`src/rtl/store_pkg.sv`:
```
// Shared types and constants for the store alignment datapath.
package store_pkg;

   localparam int RegBitsDefault = 32;
   localparam int BeBits         = RegBitsDefault / 8;

   typedef enum logic [2:0] {
      SB = 3'b000,
      SH = 3'b001,
      SW = 3'b010
   } store_size_t;

   typedef enum logic [1:0] {
      IDLE  = 2'd0,
      BEAT0 = 2'd1,
      BEAT1 = 2'd2,
      ERR   = 2'd3
   } state_t;

endpackage

```
`src/rtl/store_lane_shift.sv`:
```
// Combinational lane placement: masks register data to the store size and
// shifts data and strobes into a double-width window so that a store
// crossing a word boundary lands partly in the upper word.
module store_lane_shift
   import store_pkg::*;
#(
   parameter int RegBits = RegBitsDefault
) (
   input  logic [RegBits-1:0]   data,
   input  logic [2:0]           size,
   input  logic [1:0]           offset,
   output logic [2*RegBits-1:0] shiftData,
   output logic [RegBits/4-1:0] shiftBe,
   output logic                 illegal
);

   localparam int ByteLanes = RegBits / 8;

   logic [RegBits-1:0]   maskedData;
   logic [ByteLanes-1:0] sizeMask;

   // Keep only the bytes the store size covers and build the matching strobe mask.
   always_comb begin
      maskedData = '0;
      sizeMask   = '0;
      illegal    = 1'b0;
      case (size)
         SB: begin
            maskedData[7:0] = data[7:0];
            sizeMask[0]     = 1'b1;
         end
         SH: begin
            maskedData[15:0] = data[15:0];
            sizeMask[1:0]    = 2'b11;
         end
         SW: begin
            maskedData = data;
            sizeMask   = '1;
         end
         default: illegal = 1'b1;
      endcase
   end

   assign shiftData = {{RegBits{1'b0}}, maskedData} << {offset, 3'b000};
   assign shiftBe   = {{ByteLanes{1'b0}}, sizeMask} << offset;

endmodule

```
`src/rtl/store_align_unit.sv`:
```
// Store alignment unit: turns a register store into one or two word-aligned,
// byte-strobed write beats on the data-memory bus, and reports completion.
module store_align_unit
   import store_pkg::*;
#(
   parameter int RegBits  = RegBitsDefault,
   parameter int AddrBits = 32
) (
   input  logic                  clk_i,
   input  logic                  rst_ni,
   input  logic                  req_valid_i,
   output logic                  req_ready_o,
   input  logic [AddrBits-1:0]   addr_i,
   input  logic [RegBits-1:0]    data_i,
   input  logic [2:0]            store_size_i,
   output logic                  mem_valid_o,
   input  logic                  mem_ready_i,
   output logic [AddrBits-1:0]   mem_addr_o,
   output logic [RegBits-1:0]    mem_wdata_o,
   output logic [RegBits/8-1:0]  mem_be_o,
   output logic                  done_o,
   output logic                  err_o
);

   localparam int ByteLanes = RegBits / 8;

   state_t                 state;
   logic [AddrBits-1:0]    beatAddr;
   logic [2*RegBits-1:0]   dataReg;
   logic [2*ByteLanes-1:0] beReg;
   logic                   doneReg;
   logic                   errReg;

   logic [2*RegBits-1:0]   shiftData;
   logic [2*ByteLanes-1:0] shiftBe;
   logic                   illegal;
   logic                   reqFire;
   logic                   beatFire;

   store_lane_shift #(
      .RegBits (RegBits)
   ) laneShift (
      .data      (data_i),
      .size      (store_size_i),
      .offset    (addr_i[1:0]),
      .shiftData (shiftData),
      .shiftBe   (shiftBe),
      .illegal   (illegal)
   );

   assign req_ready_o = (state == IDLE);
   assign reqFire     = req_valid_i && req_ready_o;
   assign beatFire    = mem_valid_o && mem_ready_i;
   assign done_o      = doneReg;
   assign err_o       = errReg;

   // Sequencer: capture the request, walk through the beats, pulse completion on return to IDLE.
   always_ff @(posedge clk_i or negedge rst_ni) begin
      if (!rst_ni) begin
         state    <= IDLE;
         beatAddr <= '0;
         dataReg  <= '0;
         beReg    <= '0;
         doneReg  <= 1'b0;
         errReg   <= 1'b0;
      end else begin
         doneReg <= 1'b0;
         errReg  <= 1'b0;
         case (state)
            IDLE: begin
               if (reqFire) begin
                  beatAddr <= {addr_i[AddrBits-1:2], 2'b00};
                  dataReg  <= shiftData;
                  beReg    <= shiftBe;
                  state    <= illegal ? ERR : BEAT0;
               end
            end
            BEAT0: begin
               if (beatFire) begin
                  if (|beReg[2*ByteLanes-1:ByteLanes]) begin
                     state <= BEAT1;
                  end else begin
                     state   <= IDLE;
                     doneReg <= 1'b1;
                  end
               end
            end
            BEAT1: begin
               if (beatFire) begin
                  state   <= IDLE;
                  doneReg <= 1'b1;
               end
            end
            ERR: begin
               state   <= IDLE;
               doneReg <= 1'b1;
               errReg  <= 1'b1;
            end
            default: state <= IDLE;
         endcase
      end
   end

   // Bus outputs come straight from state so they stay frozen until the beat is accepted.
   always_comb begin
      mem_valid_o = 1'b0;
      mem_addr_o  = '0;
      mem_wdata_o = '0;
      mem_be_o    = '0;
      case (state)
         BEAT0: begin
            mem_valid_o = 1'b1;
            mem_addr_o  = beatAddr;
            mem_wdata_o = dataReg[RegBits-1:0];
            mem_be_o    = beReg[ByteLanes-1:0];
         end
         BEAT1: begin
            mem_valid_o = 1'b1;
            mem_addr_o  = beatAddr + AddrBits'(4);
            mem_wdata_o = dataReg[2*RegBits-1:RegBits];
            mem_be_o    = beReg[2*ByteLanes-1:ByteLanes];
         end
         default: begin
            mem_valid_o = 1'b0;
         end
      endcase
   end

endmodule

```
`config.mk`:
```
export PLATFORM = sky130hd
export DESIGN_NAME = store_align_unit
export DESIGN_NICKNAME = d
export VERILOG_FILES = /design/src/rtl/store_pkg.sv /design/src/rtl/store_lane_shift.sv /design/src/rtl/store_align_unit.sv
export SDC_FILE = /design/constraint.sdc
export NUM_CORES = 1
export LEC_CHECK = 0
export BUFFER_PORTS_ARGS = -buffer_cell sky130_fd_sc_hd__buf_2
export CELL_PAD_IN_SITES_DETAIL_PLACEMENT = 1
export CELL_PAD_IN_SITES_GLOBAL_PLACEMENT = 2
export CORE_ASPECT_RATIO = 1.75
export CORE_MARGIN = 2
export CORE_UTILIZATION = 34
export CTS_CLUSTER_SIZE = 10
export DETAILED_ROUTE_END_ITERATION = 12
export PLACE_DENSITY_LB_ADDON = 0.1
export SYNTH_ARGS = -nofsm -noshare
export SYNTH_HDL_FRONTEND = slang
export SYNTH_HIERARCHICAL = 1
export SYNTH_SLANG_ARGS = --single-unit
```
`constraint.sdc`:
```
create_clock -name clk_i -period 2.15 [get_ports clk_i]
set_clock_uncertainty 0.1 [all_clocks]
set_input_delay 0 -clock clk_i [delete_from_list [all_inputs] [get_ports clk_i]]
set_output_delay 0 -clock clk_i [all_outputs]
set_load 0.02 [all_outputs]
```
* After elaboration in Yosys (flattened, before gate mapping) *
Index checks and enable logic that the tools add are counted.

storage, ports and cells
  bits in registers = 106
  bits of input ports = 71
  logic and storage cells = 48
  output and inout port bits = 72

operators by class
  reductions and logical operators = 10
  shifts and indexed selects = 2
  mux-type cells = 21
  eq/ne operators = 8
  add/sub/neg operators = 1

operators with widths
  operator                 number
  $pmux W32 S2             2
  $shl A32 B5 Y64          1
  $add A32 B3 Y32 const B  1
  $mux W16                 1
  $mux W8                  2
  $mux W2                  6
  $pmux W2 S4              1
  $pmux W4 S2              1
  $shl A4 B2 Y8            1
  $mux W1                  7
  $eq A2 B2 Y1 const B     2
  $ne A2 B2 Y1 const B     2
  $reduce_or A2 Y1         2
  $reduce_or A4 Y1         1
  $eq A3 B1 Y1 const B     1
  $eq A3 B2 Y1 const B     1
  $logic_not A3 Y1         1
  $pmux W1 S3              1
  $reduce_and A3 Y1        1
  $reduce_or A3 Y1         1
  $eq A2 B1 Y1 const B     1
  $logic_and A1 B1 Y1      2
  $logic_not A2 Y1         1
  $ne A2 B1 Y1 const B     1
  $reduce_and A2 Y1        1

* Depth between registers and ports, before layout *
  word-level depth = 6
  depth in mapped cells = 8
  mapped depth without buffers = 7

* Cells and area by module *
Netlist, hierarchy kept.

by module, submodules not included
  module            cells each  area an instance (um2)  sequential area each (um2)  instances
  store_align_unit  495         5447.7                  2652.5                      1
  store_lane_shift  153         1033.5                  0.0                         1

* Worst setup path after synthesis *
OpenSTA, ideal clock, no wires.

  kind = reg2out
  start point = reg state[0]
  end point = out mem_addr_o[31]
  stages on the path, launching flop included = 7
  buffers on the path = 1
  slack = 13 ps
  data required time = 2050 ps
  arrival time = 2037 ps
  path through = dfrtp_1 -> inv_1 -> ha_1 -> and2_0 -> clkbuf_1 -> nand4_1 -> o21ai_0

on the way
  word-level cells in the longest chain between the ends = 2
  elaborated cells on any way between the ends = 3
  those cells by class = 2 x eq/ne; 1 x mux

ends and longest elaborated chain
  element                                              line                     source
  start, declared                                      store_align_unit.sv:27   state_t state;
  start signal, assigned                               store_align_unit.sv:75   state <= illegal ? ERR : BEAT0;
  $eq A2 B2 Y1 / $eq A2 B1 Y1 (equally long branches)  store_align_unit.sv:110  case (state)
  $pmux W32 S2 *                                       store_align_unit.sv:110
  end, declared                                        store_align_unit.sv:18   output logic [AddrBits-1:0] mem_addr_o,

Mark *: on every way between the ends. The rest lies on a longest branch, timed or not.

* Worst setup path in the final report *
  start point = reg beatAddr[13]
  end point = out mem_addr_o[29]

on the way
  word-level cells in the longest chain between the ends = 2

ends and longest elaborated chain
  element                 line                     source
  start, declared         store_align_unit.sv:28   logic [AddrBits-1:0] beatAddr;
  start signal, assigned  store_align_unit.sv:72   beatAddr <= {addr_i[AddrBits-1:2], 2'b00};
  $add A32 B3 Y32         store_align_unit.sv:119  mem_addr_o = beatAddr + AddrBits'(4);
  $pmux W32 S2            store_align_unit.sv:110

Every way passes these cells.

==> results.cfg <==
[logic_synthesis]
syn_inst = 648
yosysWarnings = 6
synth_area_um2 = 6481
synth_edf_count = 0
ys_seq_area_share_pct = 40.93
synth.distinct_cells = 58
synth_flop_cell = dfrtp_1
avgSynthCellArea_um2 = 10.00
synth-seq-cells = 106
async_flop_share_pct = 100.0

[timing]
relSlewSlack_pct = 61.09
grt_setup_unrepaired = true
clock.fmax_ghz = 0.4055
timing.final.max_slew_violations = 0
timing_hold_violations_final = 0
finalSetupViolCount = 15
postLayoutSetupSlackWorst_ps = -315.8
fin_crit_sh_pct = 114.7
tns_ps = -2244
min_period_ps = 2466
worstMarginPinSlew_ps = 578.3

[die]
coreArea_um2 = 18660
fp.dieArea_um2 = 20230
row_count = 66
die_h_um = 186.6
ioPinCount = 143
start_util_pct = 34.73
die_w_um = 108.4

[clock_network]
htree_num_levels = 3
clk_pin_slew_worst_paths_ps = 80
clk_latency_ps = 360
cts_tree = done
numClockSinks = 106
cts_buffers = 9
cts_root_buf = clkbuf_16
clockBufferDepth = 2

[worst_setup_path]
cp_slowest_stage_delay_ps = 460
worstPathArrival_ps = 2370
endpoint_kind = primary output
critPathBufInv = 3
crit_family = simple AND/OR/NAND/NOR gates
cp_cell_sequence = nand4_1, buf_6, nor4_4, buf_4, nand4_1, or4_4, nand3_1, buf_6
critical_path.slowest_cell = or4_4
crit_type = reg -> out
path_max_fanout = 3
startpoint_type = flip-flop
cp_data_required_time_ps = 2050

[placement]
hpwl_um = 16200
routabilityCongestion = 0.8248
place_inst = 1025
place_ws_ps = -119.6
port-buffer-count = 140
dpl_cell_area_um2 = 7704

[detailed_routing]
wl_um = 23360
drc = 0
dr.pass1.iters = 4
via_per_inst = 5.373
ant_nets = 0
drtIter0Drc = 229
via_count = 6045
avgRoutedWirePerCell_um = 20.77

[power_and_ir_drop]
p_int_mw = 6.442
pwr-share-seq_pct = 29.0
fin_total_pwr_mw = 11.17
p_switching_mw = 4.733
vdd_drop_max_mv = 0.4944
power_frac_clock_pct = 16.0
combPwrFrac_pct = 54.9
switching_share_pct = 42.35
p_leak_nw = 4.396
power_density_nw_per_um2 = 1223

[worst_hold_path]
worstHoldPathType = in -> reg

[status]
outcome = finished with violations
violations = setup timing

[global_routing]
grt_pass1_wl_um = 36140
grt_max_degree = 40
antenna_found_initial = 0
grt_pass1_vias = 6690
gr-usage-all-layers_pct = 23.28
overflow = 0

[cells_and_area]
fin_area_um2 = 9135
area_growth_pct = 40.95
final_cell_count_no_fill = 1125
num-nets-final = 959
drive_above_1_share_pct = 41.26
antenna_cells = 0

[job]
drv_cap = 0
## worst reg2reg max path: stages (launching register included)
cell and delay (ps):
dfrtp_1 410, buf_4 150, ha_4 200, bufbuf_16 330, nor2b_1 150, a21oi_1 240, o21ai_0 160, a22oi_1 200
## cell usage in the layout (no fill, tap or decap), drive strengths merged, types with 19 or more instances in the layout
master,instances
o21ai,36
and3,22
nor2,62
mux2,103
dfrtp,106
nor2b,19
a22oi,46
dlygate4sd3,63
and2,19
nand2,21
buf,210
## path summary, 6_finish.rpt
path / start / to / slack [ps] / depth (start not counted)
setup / recovery: beatAddr[13]$_DFFE_PN0P_ / mem_addr_o[29] / -320 / 8
hold / removal: data_i[23] / dataReg[47]$_DFFE_PN0P_ / 20 / 4
setup reg to reg: state[1]$_DFFE_PN0P_ / state[1]$_DFFE_PN0P_ / 130 / 7
hold reg to reg: dataReg[17]$_DFFE_PN0P_ / dataReg[17]$_DFFE_PN0P_ / 410 / 1
max in group asynchronous: rst_ni / dataReg[48]$_DFFE_PN0P_ / 1210 / 3
min in group asynchronous: rst_ni / beatAddr[9]$_DFFE_PN0P_ / 60 / 2
## cells by family after synthesis
logic type                 Yosys count  synth area share, %
and+or+nand+nor                    200                17.37
AOI/OAI and AO/OA                  152                15.93
muxes                              112                19.29
DFF                                106                40.93
buffers and inverters               70                5.270
adders and majority gates            5               0.9653
other                                2               0.1159
xor gates and xnor gates             1               0.1352
## power by group through the flow
stage          clock [mW]  combinational, mW  sequential [mW]
3_3_place_gp            0               5.05             3.20
6_report             1.79               6.14             3.25
5_1_grt              1.91               6.57             3.34
4_1_cts              1.86               5.92             3.23
2_1_floorplan           0               3.24             3.13
3_5_place_dp            0               5.16             3.27
## Yosys cell counts (4+ instances only)
cell type    n  area share, %
a221o_1     15            2.3
nor4_1       5           0.48
a22oi_1     46            5.3
inv_1        9           0.52
nand4_1     10           0.97
and2_1      17            1.6
a31oi_1     10           0.97
nand3b_1     6           0.69
buf_4       13            1.5
o21ai_0     36            2.8
buf_1        4           0.23
nand3_1     11           0.85
a21oi_1     17            1.3
buf_2       11           0.85
nand2b_1     4           0.39
mux2_2     103             18
nand2_1     21            1.2
mux2i_1      9            1.4
ha_1         5           0.97
o22ai_1      9           0.87
nor2b_1     19            1.8
nor2_1      60            3.5
a21boi_0     4           0.46
dfrtp_1    106             41
and3_1      22            2.1
clkbuf_1    30            1.7
## repair_timing
item	4_1_cts	5_1_grt
hold endpoints to repair	156	0
setup endpoints to repair	44	46
pin swaps	14	5
buffers inserted	14	4
gates resized for setup	54	29
cloned	3	1
hold buffers	63	0
## routing by layer
metal | routed length, um | track usage, %
met1 | 8839 | 24.34
met2 | 13170 | 45.16
met3 | 719 | 3.074
met4 | 632 | 9.369
met5 | 0 | 0
## layout make-up
type                       instances  area (um2)
clock buffer                       9       225.2
tap                              238       297.8
clock inverter                     6       82.58
sequential                       106        2653
multi-input combinational        481        3695
inverter                           9       37.54
timing repair buffer             276        2145
fill                            2156        9528
## state kept, by name (all words and copies together) (netlist names)
register	cells
beReg	8
state	2
err_o	1
dataReg	64
done_o	1
beatAddr	30
## per-stage QoR
stage,hold slack (ps),util (%)
2_1_floorplan,-395.6,-
3_3_place_gp,-82.26,41.28
3_5_place_dp,-73.80,41.28
4_1_cts,0.9610,48.26
5_1_grt,45.05,48.95
6_report,21.33,48.95
(Power assumes the default switching activity.)
